## src/rtl/dbus_arbiter.sv

```systemverilog
// Four-requester round-robin data-bus arbiter with a one-cycle turnaround between owners.
// Optional hold-time preemption is enabled by defining DBUS_ARB_PREEMPT_EN.
//
// state | meaning
// IDLE  | no owner; arbitrate any pending request
// OWN   | gnt[owner] driven, bus enabled
// TURN  | one dead cycle with gnt=0 and the bus released, then re-arbitrate
module dbus_arbiter #(
    parameter int unsigned HOLD_MAX = 8
) (
    input  logic        clk,
    input  logic        rst,
    input  logic [3:0]  req,
    input  logic [3:0]  lock,
    input  logic [15:0] din0,
    input  logic [15:0] din1,
    input  logic [15:0] din2,
    input  logic [15:0] din3,
    output logic [3:0]  gnt,
    output logic [1:0]  owner,
    output logic        dbus_oe,
    output logic [15:0] dbus,
    output logic        preempt
);

    typedef enum logic [1:0] {
        IDLE = 2'd0,
        OWN  = 2'd1,
        TURN = 2'd2
    } state_t;

    state_t      state, state_nxt;
    logic [3:0]  gnt_nxt;
    logic [1:0]  owner_nxt;
    logic [1:0]  rr_ptr, rr_ptr_nxt;
    logic        oe_nxt;
    logic        armed;
    logic        win_vld;
    logic [1:0]  win_idx;
    logic [1:0]  cand;
    logic        grab;
    logic        release_bus;
    logic        force_rel;

    // Search order starts one past the last winner and wraps; rr_ptr itself is tried last.
    always_comb begin
        win_vld = 1'b0;
        win_idx = rr_ptr;
        cand    = rr_ptr;
        for (int k = 1; k <= 4; k++) begin
            cand = rr_ptr + 2'(k);
            if (!win_vld && req[cand]) begin
                win_vld = 1'b1;
                win_idx = cand;
            end
        end
    end

    always_comb begin
        state_nxt   = state;
        gnt_nxt     = gnt;
        owner_nxt   = owner;
        rr_ptr_nxt  = rr_ptr;
        oe_nxt      = dbus_oe;
        grab        = 1'b0;
        release_bus = 1'b0;
        case (state)
            IDLE: grab = armed && win_vld;
            OWN:  release_bus = !req[owner] || force_rel;
            TURN: begin
                if (win_vld) grab = 1'b1;
                else         state_nxt = IDLE;
            end
            default: state_nxt = IDLE;
        endcase
        if (grab) begin
            state_nxt  = OWN;
            gnt_nxt    = 4'b0001 << win_idx;
            owner_nxt  = win_idx;
            rr_ptr_nxt = win_idx;
            oe_nxt     = 1'b1;
        end
        if (release_bus) begin
            state_nxt = TURN;
            gnt_nxt   = 4'b0000;
            oe_nxt    = 1'b0;
        end
    end

    // armed holds off arbitration for the first edge after reset release.
    always_ff @(posedge clk or negedge rst) begin
        if (!rst) begin
            state   <= IDLE;
            gnt     <= 4'b0000;
            owner   <= 2'd0;
            dbus_oe <= 1'b0;
            rr_ptr  <= 2'd3;
            armed   <= 1'b0;
        end else begin
            state   <= state_nxt;
            gnt     <= gnt_nxt;
            owner   <= owner_nxt;
            dbus_oe <= oe_nxt;
            rr_ptr  <= rr_ptr_nxt;
            armed   <= 1'b1;
        end
    end

`ifdef DBUS_ARB_PREEMPT_EN
    localparam int unsigned HW = $clog2(HOLD_MAX + 1);

    logic [HW-1:0] hold_cnt, hold_cnt_nxt;
    logic          preempt_nxt;

    assign force_rel = (state == OWN) && (hold_cnt == HW'(HOLD_MAX)) && !lock[owner]
                       && ((req & ~gnt) != 4'b0000);

    always_comb begin
        hold_cnt_nxt = hold_cnt;
        preempt_nxt  = 1'b0;
        if (grab) begin
            hold_cnt_nxt = '0;
        end else if (state == OWN && hold_cnt != HW'(HOLD_MAX)) begin
            hold_cnt_nxt = hold_cnt + 1'b1;
        end
        // A release the owner asked for anyway is not reported as a preemption.
        if (force_rel && req[owner]) preempt_nxt = 1'b1;
    end

    always_ff @(posedge clk or negedge rst) begin
        if (!rst) begin
            hold_cnt <= '0;
            preempt  <= 1'b0;
        end else begin
            hold_cnt <= hold_cnt_nxt;
            preempt  <= preempt_nxt;
        end
    end
`else
    logic [7:0] unused_cfg;

    assign force_rel  = 1'b0;
    assign preempt    = 1'b0;
    assign unused_cfg = 8'(HOLD_MAX) ^ {4'd0, lock};
`endif

    always_comb begin
        dbus = 16'h0000;
        if (dbus_oe) begin
            case (owner)
                2'd0:    dbus = din0;
                2'd1:    dbus = din1;
                2'd2:    dbus = din2;
                default: dbus = din3;
            endcase
        end
    end

endmodule
```

## config.mk

```make
export PLATFORM = sky130hd
export DESIGN_NAME = dbus_arbiter
export DESIGN_NICKNAME = d
export VERILOG_FILES = /design/src/rtl/dbus_arbiter.sv
export SDC_FILE = /design/constraint.sdc
export NUM_CORES = 1
export LEC_CHECK = 0
export ABC_CLOCK_PERIOD_IN_PS = 1700
export CORE_ASPECT_RATIO = 2
export CORE_MARGIN = 4
export CORE_UTILIZATION = 30
export DETAILED_ROUTE_END_ITERATION = 8
export PLACE_DENSITY = 0.85
export SLEW_MARGIN = 20
export SYNTH_ARGS = -nofsm -noshare
export SYNTH_HDL_FRONTEND = slang
export SYNTH_SLANG_ARGS = --single-unit
```

## constraint.sdc

```tcl
create_clock -name clk -period 1.7 [get_ports clk]
set_input_delay 0.425 -clock clk [delete_from_list [all_inputs] [get_ports clk]]
set_output_delay 0.425 -clock clk [all_outputs]
set_load 0.05 [all_outputs]
```

[After elaboration in Yosys (flattened, before gate mapping)]
Index checks and enable logic that the tools add are counted.
Word-level totals
  word-level logic and storage cells: 65
  input bits: 74
  flip-flop bits (word level): 12
  output and inout port bits: 24
Cells by class
  add/sub/neg operators: 3
  magnitude comparators: 5
  shift-type cells: 1
  reduce and logical (&&, ||, !) cells: 13
  equality and inequality tests: 6
  muxes and demuxes: 31
Operators with widths (number)
  $pmux 16 s3: 1
  $mux 16: 1
  $lt 2x3->1 const B: 5
  $mux 2: 7
  $mux 1: 13
  $bmux 1 s2: 5
  $mux 4: 2
  $add 2x2->2 const B: 2
  $eq 2x1->1 const B: 2
  $eq 2x2->1 const B: 2
  $logic_and 1x1->1: 4
  $logic_not 1->1: 4
  $logic_not 2->1: 2
  $ne 4x4->1 const B: 1
  $pmux 2 s2: 1
  $shl 1x2->4 const A: 1
  $ne 3x1->1 const B: 1
  $add 2x1->2 const B: 1
  $pmux 1 s2: 1
  $reduce_and 2->1: 1
  $reduce_bool 2->1: 1
  $reduce_or 2->1: 1

[Longest topological paths before layout]
Gate-level depths: netlist of run 1.
  word-level depth: 17
  depth in mapped cells: 6
  depth with buffers taken out: 4

[Least setup slack after synthesis of run 1]
No wires, ideal clock.
  path type: register -> output
  from: register owner[0]
  to: output dbus[10]
  arrival time: 1808 ps
  buffers on the path: 2
  cell stages (with the launch flop): 5
  path slack: -533 ps
  cells stage by stage: dfrtp_1 buf_6 buf_12 mux4_2 and2_1
Between the ends
  longest elaborated chain between the ends: 3
  elaborated cells on any way between the ends: 5
RTL lines
  start: declaration: RTL line 20  | output logic [1:0] owner,
  start signal: assignment: RTL line 102  | owner <= owner_nxt;
  $eq 2x2->1 (tied with other cells): RTL line 150  | case (owner)
  $pmux 16 s3 (*): RTL line 150
  $mux 16 (*): RTL line 149  | if (dbus_oe) begin
  end: declaration: RTL line 22  | output logic [15:0] dbus,
Mark *: on every way between the ends. The rest lies on a longest branch, timed or not.

[Worst setup path in the final report of run 1]
Ends and elaborated chain as after synthesis.

==> impl_metrics.py, run 1 <==
metrics = {
    "clock_network": {
        "path_clk_slew_ns": 0.05,
        "ctsHoldBuffers": 0,
        "cts_buffer_depth": 2,
        "cts_tree": "yes",
        "cts_sinks": 12,
        "clk_latency_ns": 0.24,
        "cts_made_buffers": 3,
        "cts_root_buffer": "clkbuf_8",
        "h-tree-depth": 1,
    },
    "grt": {
        "grt_pass1_vias": 1484,
        "grt_pass1_wl_um": 7438,
        "groute.usage.overall": 0.1905,
        "grt_overflow": 0,
        "antenna_found_initial": 0,
        "grt_start_max_net_pins": 20,
    },
    "synth": {
        "avgSynthCellArea_um2": 10.38,
        "yosysUniqueCellTypes": 32,
        "synth_top_area_share": 0.3019,
        "synth_nets": 189,
        "synth_commonest_cells": "16 x and2_1, 16 x mux4_2, 10 x dfrtp_1",
        "async_flop_share": 1.000,
        "yosys_warnings": 0,
        "ys_top_cells_by_area": "mux4_2 30%, dfrtp_1 21%, and2_1 8.4%",
        "synth_edf_count": 0,
        "yosysTopAreaCell": "mux4_2",
        "ys_ff_latch": 12,
        "synthCells": 115,
        "synth_flop_cell": "dfrtp_1",
        "seq_area_frac_synth": 0.2537,
        "synth_area_mm2": 0.001194,
    },
    "setup_path": {
        "critical_path_class": "reg2out",
        "cp_slowest_cell": "mux4_2",
        "max_stage_delay_ns": 0.52,
        "worstPathCellList": "buf_12 > mux4_2 > and2_4 > buf_6",
        "path_max_fanout": 12,
        "cp-end-kind": "primary output",
        "arrival_ns": 1.65,
        "crit_required_ns": 1.27,
        "start_kind": "flip-flop",
        "rrSetupSlack_ns": 0.20,
    },
    "pwr": {
        "fin_total_pwr_mw": 4.682,
        "intPower_mw": 2.497,
        "swShare": 0.4667,
        "p_per_area_mw_per_mm2": 1887,
        "p_leak_nw": 1.055,
        "p_comb_frac": 0.816,
        "ir_drop_mv": 1.013,
        "power_frac_clock": 0.065,
        "seq_power_share": 0.119,
        "p_sw_mw": 2.185,
    },
    "floorplan": {
        "start_util": 0.3105,
        "die_area_mm2": 0.005113,
        "die_w_um": 52.60,
        "core_mm2": 0.003844,
        "rows": 32,
        "pin_count": 98,
        "die_h_um": 97.21,
    },
    "sta": {
        "worst_pin_slew_ns": 0.5490,
        "fin_crit_ns": 2.070,
        "clock_skew_ns": 0.001442,
        "totalNegativeSetupSlack_ns": -5.537,
        "whs_ns": 0.5149,
        "fin_crit_sh": 1.218,
        "max_freq_ghz": 0.4831,
        "rsz0062_at_grt": "true",
        "finalHoldViolCount": 0,
        "final-max-slew-violation-count": 0,
        "setup_slack_ns": -0.3701,
        "setup_viol": 16,
        "slew_headroom": 0.6329,
    },
    "final_layout": {
        "area_delta_synth_final_pct": 107.9,
        "fin_cells": 274,
        "nNetsFinal": 298,
        "fin_area_mm2": 0.002481,
        "fin_util": 0.6455,
        "drive_above_1_share": 0.4036,
        "n_antenna_cell": 0,
    },
    "job": {
        "maxCapViolCount": 0,
    },
    "place": {
        "dp.cells": 269,
        "hpwl_um": 4036,
        "portBuffers": 92,
        "pre_cts_ws_ns": -0.4420,
        "placed_area_mm2": 0.002352,
        "place.gp.congestion": 0.7848,
    },
    "detailed_routing": {
        "first_pass_iters": 4,
        "viasPerCell": 5.007,
        "ant_nets": 0,
        "drcViolationCount": 0,
        "drt_iter0_drc": 32,
        "vias": 1372,
        "wl_per_cell_um": 17.93,
        "drt_wl_total_um": 4914,
    },
    "outcome": {
        "violations": "setup timing",
        "run_status": "finished, violations left",
    },
    "min_path": {
        "hold_path.class": "reg2reg",
    },
}
cell usage in the layout, fill, tap and decap left out, types with 8 or more instances in the layout:
cell type,Yosys,final
mux4_2,16,16
buf_6,2,15
dfrtp_1,10,8
and2_4,0,16
nor2_1,9,9
nand2_1,9,9
buf_4,2,19
a21oi_1,8,8
buf_12,1,9
clkdlybuf4s50_1,0,59
dlygate4sd2_1,0,8
critical path: cells and delay by family, from the launching register on:
family	cells	cell delay, ns
buffers and inverters	2	0.30
and+or+nand+nor	1	0.18
muxes	1	0.52
DFF	1	0.40
power by group through the flow:
| stage | Clock, mW | Sequential (mW) | Combinational [mW] |
|---|---|---|---|
| CTS | 0.321 | 0.556 | 3.83 |
| floorplan | 0 | 0.744 | 2.25 |
| detailed placement | 0 | 0.558 | 3.60 |
| global route | 0.325 | 0.573 | 4.01 |
| finish | 0.306 | 0.556 | 3.82 |
| global placement | 0 | 0.552 | 3.54 |
area by class of cell:
type                    instances  area (um^2)
fillers                       290         1363
repair buffers                114         1207
multi-input cells              92        845.8
flip-flops and latches         12        305.3
clock buffers                   4        55.05
well taps                      51        63.81
inverters                       1        3.754
cells by family after synthesis:
family	Yosys count	synth area share
DFF	12	0.2537
and+or+nand+nor	49	0.2317
AOI/OAI and AO/OA	22	0.1090
other	2	0.006292
buffers and inverters	11	0.07127
muxes	19	0.3281
flip-flops by register name (all words and copies together) (netlist names):
name,cells
state,2
armed,1
gnt,4
owner,2
dbus_oe,1
rr_ptr,2
timing repair:
action	CTS	global route
pin swaps	1	0
setup buffers	1	0
gates resized for setup	27	2
endpoints found under the setup margin	17	21
layer usage:
metal / wire length, um / track usage / up-vias
met2: 2672 / 0.3602 / 88
met1: 1665 / 0.1941 / 638
met3: 487 / 0.04147 / 11
li1: - / - / 635
met5: 0 / 0 / -
met4: 89 / 0.05709 / 0
final timing paths:
kind                          start  endpoint  depth (start not counted)
hold reg to reg            owner[1]  owner[1]                          2
max in group asynchronous       rst  owner[1]                          1
hold / removal             owner[1]  owner[1]                          2
setup reg to reg           owner[0]    gnt[3]                          5
min in group asynchronous       rst   dbus_oe                          1
setup / recovery           owner[0]  dbus[10]                          4
Note: power is estimated with default switching activity, not from simulation.
==> run 2: changes to the inputs <==
--- a/config.mk
+++ b/config.mk
@@ -11,7 +11,6 @@
 export CORE_UTILIZATION = 30
 export DETAILED_ROUTE_END_ITERATION = 8
 export PLACE_DENSITY = 0.85
-export SLEW_MARGIN = 20
 export SYNTH_ARGS = -nofsm -noshare
 export SYNTH_HDL_FRONTEND = slang
 export SYNTH_SLANG_ARGS = --single-unit
==> results of run 2 <==
Final layout, timing and power as in run 1 (identical DEF).
